$ cat src/rtl/barrel_pkg.sv
// Shared constants for the barrel shift arbiter: shift direction, output
// register state encoding and default widths.
package barrel_pkg;

    localparam logic DIR_LEFT  = 1'b0;
    localparam logic DIR_RIGHT = 1'b1;

    typedef enum logic {
        ST_EMPTY = 1'b0,
        ST_FULL  = 1'b1
    } state_t;

    localparam int DEF_NREQ  = 4;
    localparam int DEF_WIDTH = 8;
    localparam int DEF_SHW   = 3;
    localparam int DEF_IDW   = 2;

endpackage

$ cat src/rtl/barrel_shifter_core.sv
// Combinational log-stage barrel shifter: one mux stage per shamt bit.
// Logical zero-fill shift by default; rotate when BARREL_ROTATE_EN is defined.
module barrel_shifter_core
    import barrel_pkg::*;
#(
    parameter int WIDTH = DEF_WIDTH,
    parameter int SHW   = DEF_SHW
) (
    input  logic [WIDTH-1:0] data,
    input  logic [SHW-1:0]   shamt,
    input  logic             dir,
    output logic [WIDTH-1:0] result
);

    function automatic logic [WIDTH-1:0] shift_step(input logic [WIDTH-1:0] x,
                                                     input int amt,
                                                     input logic d);
        logic [WIDTH-1:0] r;
`ifdef BARREL_ROTATE_EN
        if (d == DIR_RIGHT) r = (x >> amt) | (x << (WIDTH - amt));
        else                r = (x << amt) | (x >> (WIDTH - amt));
`else
        if (d == DIR_RIGHT) r = x >> amt;
        else                r = x << amt;
`endif
        return r;
    endfunction

    always_comb begin
        logic [WIDTH-1:0] cur;
        cur = data;
        // Stage s moves by 2**s positions when shamt[s] is set
        for (int s = 0; s < SHW; s++) begin
            if (shamt[s]) cur = shift_step(cur, 1 << s, dir);
        end
        result = cur;
    end

endmodule

$ cat src/rtl/barrel_shift_arbiter.sv
// Round-robin arbiter sharing one barrel shifter among NREQ requesters, with a
// single output register (full throughput). Rotate mode: define BARREL_ROTATE_EN.
module barrel_shift_arbiter
    import barrel_pkg::*;
#(
    parameter int NREQ  = DEF_NREQ,
    parameter int WIDTH = DEF_WIDTH,
    parameter int SHW   = DEF_SHW,
    parameter int IDW   = DEF_IDW
) (
    input  logic                  clk,
    input  logic                  rst,
    input  logic [NREQ-1:0]       req_valid,
    output logic [NREQ-1:0]       req_ready,
    input  logic [NREQ*WIDTH-1:0] req_data,
    input  logic [NREQ*SHW-1:0]   req_shamt,
    input  logic [NREQ-1:0]       req_dir,
    output logic                  resp_valid,
    input  logic                  resp_ready,
    output logic [WIDTH-1:0]      resp_data,
    output logic [IDW-1:0]        resp_id
);

    state_t           state_q, state_d;
    logic [IDW-1:0]   ptr_q;
    logic [IDW-1:0]   grant_idx;
    logic             found;
    logic             can_accept;
    logic             accept;
    logic [WIDTH-1:0] sel_data;
    logic [SHW-1:0]   sel_shamt;
    logic             sel_dir;
    logic [WIDTH-1:0] shifted;

    // Round-robin search starting at the pointer, wrapping modulo NREQ
    always_comb begin
        found     = 1'b0;
        grant_idx = '0;
        for (int k = 0; k < NREQ; k++) begin
            if (!found && req_valid[(int'(ptr_q) + k) % NREQ]) begin
                found     = 1'b1;
                grant_idx = IDW'((int'(ptr_q) + k) % NREQ);
            end
        end
    end

    assign can_accept = (state_q == ST_EMPTY) || resp_ready;
    assign accept     = found && can_accept && !rst;

    always_comb begin
        req_ready = '0;
        if (accept) req_ready[grant_idx] = 1'b1;
    end

    assign sel_data  = req_data[grant_idx*WIDTH +: WIDTH];
    assign sel_shamt = req_shamt[grant_idx*SHW +: SHW];
    assign sel_dir   = req_dir[grant_idx];

    barrel_shifter_core #(
        .WIDTH (WIDTH),
        .SHW   (SHW)
    ) u_core (
        .data   (sel_data),
        .shamt  (sel_shamt),
        .dir    (sel_dir),
        .result (shifted)
    );

    // A same-cycle drain and refill keeps the register FULL with no bubble
    always_comb begin
        state_d = state_q;
        case (state_q)
            ST_EMPTY: if (accept) state_d = ST_FULL;
            ST_FULL: begin
                if (accept)          state_d = ST_FULL;
                else if (resp_ready) state_d = ST_EMPTY;
            end
            default: state_d = ST_EMPTY;
        endcase
    end

    always_ff @(posedge clk) begin
        if (rst) begin
            state_q   <= ST_EMPTY;
            ptr_q     <= '0;
            resp_data <= '0;
            resp_id   <= '0;
        end else begin
            state_q <= state_d;
            if (accept) begin
                resp_data <= shifted;
                resp_id   <= grant_idx;
                ptr_q     <= (grant_idx == IDW'(NREQ - 1)) ? '0 : grant_idx + IDW'(1);
            end
        end
    end

    assign resp_valid = (state_q == ST_FULL);

endmodule

$ cat config.mk
export PLATFORM = sky130hd
export DESIGN_NAME = barrel_shift_arbiter
export DESIGN_NICKNAME = d
export VERILOG_FILES = /design/src/rtl/barrel_pkg.sv /design/src/rtl/barrel_shifter_core.sv /design/src/rtl/barrel_shift_arbiter.sv
export SDC_FILE = /design/constraint.sdc
export NUM_CORES = 1
export LEC_CHECK = 0
export CORE_MARGIN = 8
export CORE_UTILIZATION = 45
export DETAILED_ROUTE_END_ITERATION = 10
export PLACE_DENSITY = 0.84
export REMOVE_ABC_BUFFERS = 1
export SLEW_MARGIN = 20
export SYNTH_ARGS = -nofsm -noshare
export SYNTH_HDL_FRONTEND = slang
export SYNTH_SLANG_ARGS = --single-unit
$ cat constraint.sdc
create_clock -name clk -period 3.15 [get_ports clk]
set_input_delay 0.315 -clock clk [delete_from_list [all_inputs] [get_ports clk]]
set_output_delay 0.315 -clock clk [all_outputs]
set_load 0.05 [all_outputs]
==> results of run 1 <==
worst paths after layout:
| path | depth (start not counted) | start | slack [ns] | to |
|---|---|---|---|---|
| worst max-delay path | 11 | req_valid[0] | 0.13 | resp_data[3] |
| worst min register to register | 2 | resp_data[5] | 0.47 | resp_data[5] |
| worst max register to register | 10 | ptr_q[0] | 0.37 | resp_data[3] |
| worst min-delay path | 2 | resp_data[5] | 0.47 | resp_data[5] |
layer usage:
metal / share of wire / GRT usage
met4: 0.0094 / 0.0389
met1: 0.40 / 0.221
met3: 0.059 / 0.0293
met5: 0 / 0
met2: 0.53 / 0.365
cells in the final DEF (no fill, tap or decap), types with 7 or more instances in the layout:
cell type and n:
nor4_1 12, a221oi_1 11, a211oi_1 7, a21bo_2 7, nand2_1 39, nor2_1 11
nand3_1 26, clkdlybuf4s50_1 65, buf_4 44, nor3b_1 13, o221ai_1 7, dfxtp_1 13
mux2i_1 7, a21oi_1 10
metrics by stage:
stage | hold slack, ns | cell area, um2
floorplan | 0.384 | 1670
global placement | 0.448 | 2750
detailed placement | 0.453 | 2750
CTS | 0.467 | 2800
global route | 0.488 | 2810
finish | 0.469 | 2810
final cells by class:
cell class	instances	area [um2]	area share
well taps	50	62.6	0.0223
inverters	2	7.51	0.00267
clock buffers	4	45.0	0.0160
multi-input cells	208	1410	0.502
flip-flops and latches	13	260	0.0927
repair buffers	111	1020	0.364
worst reg2reg max path: stages (launching register included):
cell,delay (ns)
dfxtp_1,0.35
nor2b_1,0.08
or4b_1,0.53
buf_4,0.21
nand3_1,0.14
a32oi_2,0.11
buf_4,0.19
or2_2,0.33
nor3b_1,0.16
a211oi_1,0.34
o221ai_1,0.19
flip-flops by register name (all words and copies together) (netlist names):
name        cells
resp_data       8
ptr_q           2
resp_valid      1
resp_id         2
what timing repair did:
action	CTS	global route
setup buffers	0	0
hold buffers	0	0
gates resized for setup	0	1
endpoints found under the setup margin	0	4
power breakdown:
| part | switching [W] | total [W] | internal (W) |
|---|---|---|---|
| registers | 0.0000289 | 0.000243 | 0.000214 |
| clock network | 0.0000639 | 0.000153 | 0.0000895 |
| logic | 0.000748 | 0.00132 | 0.000574 |
| total | 0.000841 | 0.00172 | 0.000878 |
kinds of logic after synthesis:
| kind of cell | Yosys count |
|---|---|
| adders and majority gates | 4 |
| buffers and inverters | 26 |
| and+or+nand+nor | 120 |
| muxes | 7 |
| AOI/OAI and AO/OA | 77 |
| DFF | 13 |
==> summary.txt, run 1 <==
Clocking
  – Clk root buf: clkbuf_8
  – H-tree depth: 1
  – CTS sink count: 13
  – Clock Latency Late Sink: 0.24 ns
  – Clk pin slew, worst setup/hold paths: ~0.06 ns
  – CTS buffer count: 3
  – Max clock buf depth: 2
  – CTS tree: built

Run
  – Max-cap viol count: 0

Timing
  – Fin crit share: 0.959
  – Max Fclk: 331 MHz
  – Max Clock Skew: roughly 0.0023 ns
  – Worst setup margin: about 0.13 ns
  – Slew headroom: 0.600
  – Slew of the pin with the lowest slew margin: 0.601 ns
  – Post-route minimum period: 3.02 ns
  – Post-Route Setup TNS: 0 ns
  – Setup-failing EPs final: 0
  – Max Transition Viols Final: 0
  – Final hold violation count: 0

Logic synthesis
  – Synthesized instance count: between 200 and 250
  – Top FF cell, synth: dfxtp_1
  – Multiplexer share of the synthesized area: 0.0389
  – Top cell type's share of synthesized area: 0.145
  – Synth cell types: 45
  – Seq cells post-synth: 13
  – Compound-Gate Fraction of Synth Area: 0.370
  – FFs w/ async S/R, synth: 0
  – Combinational family with the most area after synthesis: compound AO/OA/AOI/OAI gates
  – Dominant cell type by area after synthesis: dfxtp_1
  – EDFF count, synth: 0
  – Post-Synth XOR/XNOR Area: 0
  – Avg Cell Area, Syn: 7.28 um2
  – Yosys Warn Count: 0
  – Most common library cells after synthesis: 39 x nand2_1, 26 x nand3_1, 13 x dfxtp_1, 13 x nor3b_1, 12 x nor4_1
  – Post-Synth Adder-Cell Area: 0.0278
  – Simple-gate area share of the yosys netlist: 0.343
  – Post-synthesis sequential area ratio: 0.145
  – Most frequent cell after synthesis: nand2_1
  – Synthesized cell area: around 1800 um2
  – Ranking of synthesized cells by area: dfxtp_1 14%, nand2_1 8.1%, nand3_1 7.2%

Setup path
  – Required time of the critical path: roughly 3.3 ns
  – CP dominant cell by count: buf_4
  – WP buf/inv: 3
  – Worst setup SP type: input port
  – Critical path arrival: between 3 and 4 ns
  – Endpoint type of the worst setup path: flop
  – Cells along the critical path: clkdlybuf4s50_1 > nor2b_1 > or4b_1 > buf_4 > nand3_1 > a32oi_2 > buf_4 > or2_2 > nor3b_1 > a211oi_1 > o221ai_1
  – Crit path kind: in -> reg
  – Crit-path slowest cell: or4b_1
  – Crit-path leading delay family: simple AND/OR/NAND/NOR gates
  – Slowest Stage Delay on Critical Path: 0.52 ns
  – CP max FO: 17

Route
  – Total routed wirelength: around 6.4 mm
  – Drt via density: 6.03
  – 1st-pass router iterations: 4
  – # DRC: 0
  – Routed vias: between 2000 and 2500
  – WL/cell: 16.5 um
  – Iter 0 DRT Violations: between 100 and 150
  – DRT antenna net count: 0

Floorplanning
  – Die H: 79.2 um
  – Die area: 6280 um2
  – Core Rows: 23
  – Die X-Extent: just under 80 um
  – Starting density of the core: 0.460
  – Boundary Pins: 70
  – Core footprint: 3910 um2

Placement
  – Placed cell count: ~380
  – Dpl hpwl: about 5.2 mm
  – DP Worst Slack: -0.153 ns
  – Final RePlAce weighted congestion: 0.934
  – Port Buf Inserts: 69

Finish
  – Diode count: 0
  – Nets: 398
  – Share of layout cells above drive strength 1: 0.192
  – Synth-to-layout area growth: 56.0%
  – Final core occ: 0.717
  – Fillers: 339
  – Finished Layout Cells: 388

Power and ir drop
  – Leakage power total: around 1.1 nW
  – Maximum VDD drop: 255 uV
  – Final Power: 0.00172 W
  – Cell area power density: 612 nW/um2

GRT
  – GRT Residual Overflow: 0
  – Initial antenna violation count: 0
  – First-pass GRT wire length: 10.1 mm
  – Gr usage total: 0.193
  – Pin count of the biggest net entering global routing: 23
  – Number of global-route vias before repair: between 2000 and 2500

Run status
  – Status: finished clean

Hold path
  – Worst min-delay path class: reg -> reg
Power figures use the tool's default switching activity.
==> run 2, diff against run 1 <==
clock period = 2.8 ns   (was 3.15 ns; I/O delays follow)
==> run 2 against run 1 <==
- cell area is 11% higher
- non-clock buffer count is 24 higher
- clock power is 9% higher
- critical path depth stayed put
- combinational power is 35% higher
- sequential power is 12% higher
- core utilization is 7.6 points higher
- first-iteration DRC count is 31% higher
- largest power group unchanged
- critical endpoint is now resp_data[0]
- hold slack worse by 0.047 ns
- power is 29% higher
- sequential share of layout area is 0.89 points lower
- global-route usage is 2.8 points higher
==> summary.txt, run 2 (same netlist as run 1, synthesis figures left out) <==
Run status
  – Status: finished clean (unchanged)

Placement
  – DP Area: 2860 um2 (was 2750 um2)
  – Port Buf Inserts: 69 (unchanged)
  – Dpl hpwl: 5.33 mm (was 5.18 mm)
  – Final RePlAce weighted congestion: 0.929 (was 0.934)
  – Placed cell count: 398 (was 384)
  – DP Worst Slack: -0.411 ns (was -0.153 ns)

GRT
  – First-pass GRT wire length: 11.4 mm (was 10.1 mm)
  – Pin count of the biggest net entering global routing: 20 (was 23)
  – Gr usage total: 0.221 (was 0.193)
  – Initial antenna violation count: 0 (unchanged)
  – GRT Residual Overflow: 0 (unchanged)
  – Number of global-route vias before repair: 2471 (was 2274)

Setup path
  – CP max FO: 17 (unchanged)
  – Critical R2R Capture: resp_data[0] (was resp_data[3])
  – Slowest Stage Delay on Critical Path: 0.55 ns (was 0.52 ns)
  – Cells along the critical path: dlygate4sd2_1 > nor2b_2 > or4b_4 > buf_6 > buf_4 > a21bo_1 > a32o_2 > nand3_1 > o21ai_0 > a31oi_1 > o221ai_1 (was clkdlybuf4s50_1 > nor2b_1 > or4b_1 > buf_4 > nand3_1 > a32oi_2 > buf_4 > or2_2 > nor3b_1 > a211oi_1 > o221ai_1)
  – Crit-path leading delay family: compound AO/OA/AOI/OAI gates (was simple AND/OR/NAND/NOR gates)
  – Required time of the critical path: 2.91 ns (was 3.26 ns)
  – Crit path kind: in -> reg (unchanged)
  – Crit-path slowest cell: or4b_4 (was or4b_1)
  – Reg2Reg Launch Point: ptr_q[0] (unchanged)
  – Critical path arrival: 2.80 ns (was 3.13 ns)
  – WP buf/inv: 3 (unchanged)
  – R2R Setup Slk: 0.14 ns (was 0.37 ns)
  – Worst setup SP type: input port (unchanged)
  – Endpoint type of the worst setup path: flop (unchanged)
  – Reg2Reg Depth: 10 (unchanged)

Floorplanning
  – Boundary Pins: 70 (unchanged)
  – Core footprint: 3910 um2 (unchanged)
  – Die H: 79.2 um (unchanged)
  – Core Rows: 23 (unchanged)
  – Die area: 6280 um2 (unchanged)
  – Starting density of the core: 0.460 (unchanged)
  – Die X-Extent: 79.2 um (unchanged)

Route
  – Drt via density: 6.02 (was 6.03)
  – Total routed wirelength: 7.25 mm (was 6.39 mm)
  – Routed vias: 2482 (was 2339)
  – # DRC: 0 (unchanged)
  – Iter 0 DRT Violations: 170 (was 130)
  – DRT antenna net count: 0 (unchanged)
  – WL/cell: 17.6 um (was 16.5 um)
  – 1st-pass router iterations: 4 (unchanged)

Timing
  – Slew headroom: 0.661 (was 0.600)
  – Worst setup margin: 0.108 ns (was 0.129 ns)
  – Post-route minimum period: between 2 and 3 ns
  – Setup-failing EPs final: 0 (unchanged)
  – Post-Route Setup TNS: 0 ns (unchanged)
  – Final hold violation count: 0 (unchanged)
  – Slew of the pin with the lowest slew margin: 0.506 ns (was 0.601 ns)
  – RSZ-0062 raised after global routing: no
  – Max Clock Skew: 0.00215 ns (was 0.00232 ns)
  – Max Fclk: 372 MHz
  – Max Transition Viols Final: 0 (unchanged)
  – Fin crit share: 0.961

Hold path
  – Hold Path Sink: resp_valid (was resp_data[5])
  – Worst hold path cell count: 3 (was 2)
  – Hold_sp: req_valid[3] (was resp_data[5])
  – Worst min-delay path class: in -> reg (was reg -> reg)

Power and ir drop
  – Sw frac: 0.474 (was 0.489)
  – Cell area power density: 715 nW/um2 (was 612 nW/um2)
  – Clock power share: 0.075 (was 0.089)
  – Leakage power total: 1.26 nW (was 1.09 nW)
  – Flop pwr share: 0.123 (was 0.141)
  – Maximum VDD drop: 303 uV (was 255 uV)
  – Internal power: 0.00117 W (was 0.000878 W)
  – Switch Pwr: 0.00105 W (was 0.000841 W)
  – Logic pwr share: 0.801 (was 0.769)

Finish
  – Fin area: 3100 um2 (was 2810 um2)
  – Top reg by flops: resp_data (unchanged)
  – Register area: 260 um2 (unchanged)
  – Share of layout cells above drive strength 1: 0.293 (was 0.192)
  – Nets: 422 (was 398)
  – Finished Layout Cells: 412 (was 388)
  – Commonest non-fill, non-tap cells in the layout: 61 x clkdlybuf4s50_1, 60 x buf_4, 38 x nand2_1, 26 x nand3_1, 13 x dfxtp_1 (was 65 x clkdlybuf4s50_1, 44 x buf_4, 39 x nand2_1, 26 x nand3_1)
  – Top flop regs: resp_data x8, ptr_q x2, resp_id x2 (unchanged)
  – Synth-to-layout area growth: 72.5% (was 56.0%)
  – Max FFs per register: 8 (unchanged)
  – Fillers: 285 (was 339)
  – Leading cell type in the layout, fill and taps excluded: clkdlybuf4s50_1 (unchanged)
  – Diode count: 0 (unchanged)
  – Multi-input gate area: 1490 um2 (was 1410 um2)

Clocking
  – Clk root buf: clkbuf_8 (unchanged)
  – Clk pin slew, worst setup/hold paths: 0.05 ns (was 0.06 ns)
  – CTS tree: built (unchanged)
  – CTS sink count: 13 (unchanged)
  – Clock Latency Late Sink: 0.24 ns (about the same)
  – H-tree depth: 1 (unchanged)
  – Max clock buf depth: 2 (unchanged)
  – CTS buffer count: 3 (unchanged)
  – CTS Hold Bufs: 0 (unchanged)

Run
  – Max-cap viol count: 0 (unchanged)
==> run 2: how the worst max path moves through the flow <==
stage | end | start | slack (ns) | depth (start not counted)
3_3_place_gp | resp_data[3] | req_valid[1] | -0.40 | 10
4_1_cts | resp_data[3] | req_valid[3] | 0.03 | 11
5_1_grt | resp_data[0] | req_valid[2] | 0.01 | 11
6_report | resp_data[0] | req_valid[2] | 0.11 | 11
3_5_place_dp | resp_data[3] | req_valid[2] | -0.41 | 10
2_1_floorplan | resp_data[3] | req_valid[1] | -0.63 | 8
==> run 2: layout make-up <==
type / count / share of cell area
Inverter: 2 / 0.00242
Clock buffer: 4 / 0.0145
Timing Repair Buffer: 135 / 0.400
Tap cell: 50 / 0.0202
Sequential cell: 13 / 0.0838
Multi-Input combinational cell: 208 / 0.479
==> run 2: per-layer routing <==
metal | track usage | wire [um]
met5 | 0 | 0
met4 | 0.0944 | 213
met3 | 0.0384 | 365
met2 | 0.407 | 3860
met1 | 0.242 | 2810
==> run 2: power by group through the flow <==
stage / clock, W / combinational, W / sequential (W)
final: 0.000167 / 0.00178 / 0.000273
after global routing: 0.000190 / 0.00189 / 0.000280
after CTS: 0.000170 / 0.00168 / 0.000272
after detailed placement: 0 / 0.00154 / 0.000274
after global placement: 0 / 0.00152 / 0.000273
after floorplan: 0 / 0.000691 / 0.000459
==> run 2: worst min-delay path, stage by stage <==
cell            delay (ns)
dlymetal6s2s_1        0.15
nor4_1                0.09
a21oi_1               0.11
==> run 2: timing repair <==
action	in CTS	in global routing
pin swaps	6	2
cloned	0	0
endpoints found under the setup margin	12	10
resized for setup	26	6
endpoints found under the hold margin	0	0
setup buffers	8	2
==> run 2: metrics by stage <==
| step | total power [W] | hold WS [ns] | utilization |
|---|---|---|---|
| 2_1_floorplan | 0.00115 | 0.349 | - |
| 3_3_place_gp | 0.00179 | 0.449 | 0.730 |
| 3_5_place_dp | 0.00182 | 0.457 | 0.730 |
| 4_1_cts | 0.00213 | 0.470 | 0.783 |
| 5_1_grt | 0.00236 | 0.489 | 0.793 |
| 6_report | 0.00222 | 0.422 | 0.793 |
